[config.mk]
export PLATFORM = sky130hd
export DESIGN_NAME = kmeans_k2n2_data_loader
export DESIGN_NICKNAME = d
export VERILOG_FILES = /design/src/rtl/kmeans_k2n2_data_loader.sv
export SDC_FILE = /design/constraint.sdc
export NUM_CORES = 1
export LEC_CHECK = 0
export CAP_MARGIN = 0
export CORE_MARGIN = 2
export CORE_UTILIZATION = 41
export DETAILED_ROUTE_END_ITERATION = 10
export PLACE_DENSITY_LB_ADDON = 0.05
export SYNTH_ARGS = -nofsm -noshare
export SYNTH_HDL_FRONTEND = slang
export SYNTH_SLANG_ARGS = --single-unit
[constraint.sdc]
create_clock -name clk -period 1.5 [get_ports clk]
set_input_delay 0.225 -clock clk [delete_from_list [all_inputs] [get_ports clk]]
set_output_delay 0.225 -clock clk [all_outputs]
set_load 0.05 [all_outputs]
[src/rtl/kmeans_k2n2_data_loader.sv]
// rtl/kmeans_k2n2_data_loader.sv - loads (d0,d1) points into the k-means point memories, then launches the core
// Optional running checksum of loaded coordinates: define KMEANS_LOADER_CHECKSUM_EN.
module kmeans_k2n2_data_loader #(
  parameter int data_width               = 8,
  parameter int input_data_qty_bit_width = 8,
  parameter int input_data_qty           = 256
) (
  input  logic                                clk,
  input  logic                                rst,
  input  logic                                load_req,
  input  logic                                in_valid,
  output logic                                in_ready,
  input  logic [data_width-1:0]               in_d0,
  input  logic [data_width-1:0]               in_d1,
  output logic                                mem_wr_en,
  output logic [input_data_qty_bit_width-1:0] mem_wr_addr,
  output logic [data_width-1:0]               mem_wr_d0,
  output logic [data_width-1:0]               mem_wr_d1,
  output logic                                start,
  input  logic                                run_done,
  output logic                                busy
`ifdef KMEANS_LOADER_CHECKSUM_EN
  ,
  output logic [15:0]                         checksum
`endif
);

  typedef enum logic [1:0] {
    IDLE     = 2'd0,
    LOAD     = 2'd1,
    START    = 2'd2,
    WAIT_RUN = 2'd3
  } state_t;

  // Terminal index is compared directly so a full 2^width load never wraps the counter.
  localparam logic [input_data_qty_bit_width-1:0] LAST_IDX =
    input_data_qty_bit_width'(input_data_qty - 1);

  state_t                              r_state;
  state_t                              w_state_next;
  logic [input_data_qty_bit_width-1:0] r_cnt;
  logic                                r_wr_en;
  logic [input_data_qty_bit_width-1:0] r_wr_addr;
  logic [data_width-1:0]               r_wr_d0;
  logic [data_width-1:0]               r_wr_d1;
  logic                                w_xfer;
  logic                                w_last;

  assign w_xfer = (r_state == LOAD) && in_valid;
  assign w_last = (r_cnt == LAST_IDX);

  always_comb begin
    w_state_next = r_state;
    case (r_state)
      IDLE:     if (load_req) w_state_next = LOAD;
      LOAD:     if (w_xfer && w_last) w_state_next = START;
      START:    w_state_next = WAIT_RUN;
      WAIT_RUN: if (run_done) w_state_next = IDLE;
      default:  w_state_next = IDLE;
    endcase
  end

  always_ff @(posedge clk or negedge rst) begin
    if (!rst) begin
      r_state <= IDLE;
      r_cnt   <= '0;
    end else begin
      r_state <= w_state_next;
      if ((r_state == IDLE) && load_req) begin
        r_cnt <= '0;
      end else if (w_xfer && !w_last) begin
        r_cnt <= r_cnt + 1'b1;
      end
    end
  end

  // Write port is registered: the final write lands in the START cycle.
  always_ff @(posedge clk or negedge rst) begin
    if (!rst) begin
      r_wr_en   <= 1'b0;
      r_wr_addr <= '0;
      r_wr_d0   <= '0;
      r_wr_d1   <= '0;
    end else begin
      r_wr_en <= w_xfer;
      if (w_xfer) begin
        r_wr_addr <= r_cnt;
        r_wr_d0   <= in_d0;
        r_wr_d1   <= in_d1;
      end
    end
  end

`ifdef KMEANS_LOADER_CHECKSUM_EN
  logic [15:0] r_checksum;

  always_ff @(posedge clk or negedge rst) begin
    if (!rst) begin
      r_checksum <= '0;
    end else if ((r_state == IDLE) && load_req) begin
      r_checksum <= '0;
    end else if (w_xfer) begin
      r_checksum <= r_checksum + 16'(in_d0) + 16'(in_d1);
    end
  end

  assign checksum = r_checksum;
`endif

  assign in_ready    = (r_state == LOAD);
  assign busy        = (r_state != IDLE);
  assign start       = (r_state == START);
  assign mem_wr_en   = r_wr_en;
  assign mem_wr_addr = r_wr_addr;
  assign mem_wr_d0   = r_wr_d0;
  assign mem_wr_d1   = r_wr_d1;

endmodule
# == Word-level counts from Yosys, hierarchy flattened ==
# Index checks and enable logic that the tools add are counted.
# totals
inputBits,21
latch_bits,0
register_bits,35
ram_bits,0
out_inout_bits,28
mem_bits_ro,0
mem_count,0
wordCells,29
# classes
n_eq_ne,7
reduce_logical,9
shift,0
magnitude_cmp,0
n_addsub,1
muxes,6
n_div,0
n_bitwise,0
mul,0
# op_table
operator,n
$mux W8,2
$add A8 B1 Y8 const B,1
$eq A8 B8 Y1 const B,1
$pmux W2 S4,1
$mux W2,3
$eq A2 B2 Y1 const B,2
$logic_and A1 B1 Y1,4
$ne A2 B2 Y1 const B,2
$reduce_bool A2 Y1,2
$reduce_and A3 Y1,1
$eq A2 B1 Y1 const B,1
$logic_not A2 Y1,1
$ne A2 B1 Y1 const B,1
$logic_not A1 Y1,1

# == Logic depth before layout (Yosys ltp) ==
# depth
ltp_word,5
ltp_mapped,7
depth_no_buf,7

# == Least setup slack after synthesis ==
# Ideal clock, no wire load.
# synth_timing
path_type,register to register
startpoint,register r_state[1]
endpoint,"register r_wr_d0[4], in the netlist mem_wr_d0[4]"
setup_ns,0.125
synth_period_minus_slack_ns,2.122
arrival_ns,1.997
slack_ns,-0.622
stages_incl_launch_ff,7
t_required_ns,1.375
n_path_buf,1
cell_sequence,dfrtp_1 inv_1 ha_1 nand2_2 inv_2 buf_2 mux2_2
# synth_via
elab_chain_len,2
# synth_rtl
item,line,source
from (decl),39,state_t r_state;
from (signal assigned),68,r_state <= w_state_next;
$eq A2 B1 Y1,--,
via in_ready,12,"output logic in_ready,"
$logic_and A1 B1 Y1,49,assign w_xfer = (r_state == LOAD) && in_valid;
via w_xfer,46,logic w_xfer;
to (signal assigned),88,r_wr_d0 <= in_d0;
to (decl),44,logic [data_width-1:0] r_wr_d0;
# The timed path passes the listed nets, and every way through them passes these cells.
# A chain may end at the register's enable or synchronous reset.

# == Worst setup path after layout ==
# layout_timing
startpoint,register r_state[0]
endpoint,register r_state[1]
# layout_via
elab_chain_len,5
word_cells_on_any_way,11
classes_between,eq/ne (6); mux (1); reduce/logical (4)
# layout_rtl
item,line,source
$eq A2 B1 Y1,"49, 54",
$logic_and A1 B1 Y1,49,
$logic_and A1 B1 Y1,56,LOAD: if (w_xfer && w_last) w_state_next = START;
$ne A2 B1 Y1 (no source line),--,
$reduce_and A3 Y1 (no source line),--,
# Parallel ways exist; a longest one is shown, timed or not.

==> impl_results.md <==
* Layout fillers at 286
* Pin count of the biggest net entering global routing at 36
* Detailed placement HPWL at 2310 um
* Area delta synth->final at 53.6%
* Final antenna diode count at 0
* Routability cong. at 0.753
* CP startpoint kind: flip-flop
* Worst EP arrival at 1610 ps
* Most common cell after layout, fill and taps aside: buf_4
* Post-synth EDFFs at 0
* CP Max Fanout at 4
* Vias at 1091
* Final min period at 1460 ps
* Placed cell area at 2240 um^2
* Status: finished clean
* Initial antenna violation count at 0
* Tot GR Track Use at 0.155
* Synth warnings at 0
* Slew headroom at 0.848
* Residual DRC at 0
* VDD IR max at 1.13 mV
* CP Capture Type: flip-flop
* Row count at 22
* Footprint of the multi-input gates at 668 um^2
* Max Root-Sink Buffers at 2
* Main combinational cell family by area after synthesis: multiplexers
* Layout cells sized above 1 at 0.486
* Worst R2R Path Depth at 5
* Initial core utilization at 0.422
* Post-synth net total at 139
* Compound-Gate Fraction of Synth Area at 0.0395
* Critical path class: reg2reg
* Most common flop cell mapped by yosys: dfrtp_1
* Syn Area/Cell at 13.6 um^2
* Post-synthesis mux area share at 0.205
* Max Cap Viol at 0
* Pre-CTS WS at -170 ps
* Commonest cells after routing, fill and taps aside: 35 x buf_4, 34 x dfrtp_1, 24 x mux2_2
* I/O pin count at 49
* DRT antenna net count at 0
* CTS sink count at 35
* Wire length per cell at 13.0 um
* PortBufs at 48
* Clk_lat worst skew at 270 ps
* Vias in the first global route at 1124
* Chip Width at 64.9 um
* Final slew viol count at 0
* Gate Count Post-Synth at 112
* Final Skew at 3.39 ps
* DR pass1 iterations at 2
* # H-tree levels at 2
* Synthesized area at 1520 um^2
* RSZ-0062 raised after global routing: true
* Register area at 877 um^2
* Overflow left after global routing at 0
* Final worst path period share at 0.972
* Fmax at 0.686 GHz
* Post-route cell area at 2330 um^2
* Die area at 4210 um^2
* Total routed wirelength at 2980 um
* Critical Path RT at 1650 ps
* Post-synth ARST share at 1.00
* Clk slew on worst S/H paths at 60 ps
* Core ar. at 3610 um^2
* Simple logic cell fraction of the synthesized area at 0.0889
* Nets at 207
* Worst hold slack at 322 ps
* Root Buffer: clkbuf_8
* Setup WS post-layout at 41.7 ps
* Post-Synth Adder-Cell Area at 0.0494
* Global-route wire length before repair at 4940 um
* Vias/cell at 4.76
* R2r setup slk at 40 ps
* Final setup fails at 0
* Initial drt markers at 52
* P_leak at 0.00105 uW
* Unique masters post-synth at 27
* Seq cells post-synth at 35
* Final Hold Vio Count at 0
* Worst R2R End: r_state[1]
* Die Height at 64.9 um
* Reg2reg start: r_state[0]
* Power per cell area at 1550 nW/um^2
* Worst hold path class: in2async
* Sequential share of the synthesized area at 0.576
* XOR/XNOR Fraction of Synth Area at 0.0230
* Slew @ Worst Pin at 227 ps
* Num CTS Buffers at 5
* CTS Hold Bufs at 0
* TritonCTS clock tree: yes
[worst max-delay path, cell delays in order (launching register included)]
cell        delay [ps]
dfrtp_1            420
inv_2              120
ha_4               150
clkinvlp_4         100
o221ai_2           220
mux2_4             320
[power breakdown]
| group | switching, uW | total, uW | internal, uW |
|---|---|---|---|
| combinational | 937 | 1600 | 660 |
| sequential | 208 | 1410 | 1210 |
| clock | 291 | 616 | 325 |
[final cells by class]
class / instances / share of cell area
Sequential cell: 35 / 0.376
Inverter: 5 / 0.0107
Clock inverter: 1 / 0.00214
Tap cell: 48 / 0.0257
Timing Repair Buffer: 63 / 0.267
Clock buffer: 7 / 0.0327
Multi-Input combinational cell: 70 / 0.286
[flip-flops by register name, summed over array words and instances (netlist names)]
register	count
r_state	2
mem_wr_addr	8
mem_wr_d1	8
mem_wr_en	1
mem_wr_d0	8
r_cnt	8
[worst max path at each step]
| stage | slack (ps) | end | from |
|---|---|---|---|
| detailed placement | -170 | r_state[1] | in_valid |
| global route | -40 | r_cnt[6] | r_state[1] |
| floorplan | -130 | r_state[1] | r_state[0] |
| finish | 40 | r_state[1] | r_state[0] |
| global placement | -140 | r_state[1] | in_valid |
| CTS | 30 | r_cnt[6] | r_state[1] |
[cells in the mapped netlist (2+ instances only)]
master     n  share of area
dfrtp_1   35           0.58
ha_1       6          0.049
inv_1      4         0.0099
mux2_2    25           0.19
mux2i_1    3          0.020
nand3_1    2         0.0066
nand4_1    2         0.0082
nor2_1    10          0.025
o211ai_1   2         0.0099
o21ai_0    2         0.0066
o21bai_1   2         0.0099
xor2_1     4          0.023
[through the flow]
stage	power [uW]	TNS [ps]	instances	util
floorplan	2360	-1320	112	-
global placement	2990	-1050	220	0.621
finish	3630	0	229	0.647
detailed placement	3030	-1620	220	0.621
CTS	3670	0	228	0.643
global route	3840	-71.7	229	0.647
[logic make-up after synthesis]
kind of cell / Yosys count
AND/OR/NAND/NOR: 23
AO/OA/AOI/OAI: 9
XOR/XNOR: 4
adder cells (fa/ha/maj): 6
flip-flops: 35
buffers and inverters: 7
multiplexers: 28
[layer usage]
metal | track usage | up-vias | wire [um] | share of wire
li1 | - | 530 | - | -
met1 | 0.174 | 531 | 1160 | 0.39
met2 | 0.276 | 30 | 1640 | 0.55
met3 | 0.0573 | 0 | 179 | 0.060
met4 | 0.0399 | 0 | 0 | 0
met5 | 0 | - | 0 | 0
[timing repair]
action,4_1_cts,5_1_grt
setup buffers,0,1
endpoints found under the setup margin,0,7
resized for setup,0,5
Note: power is estimated with default switching activity, not from simulation.
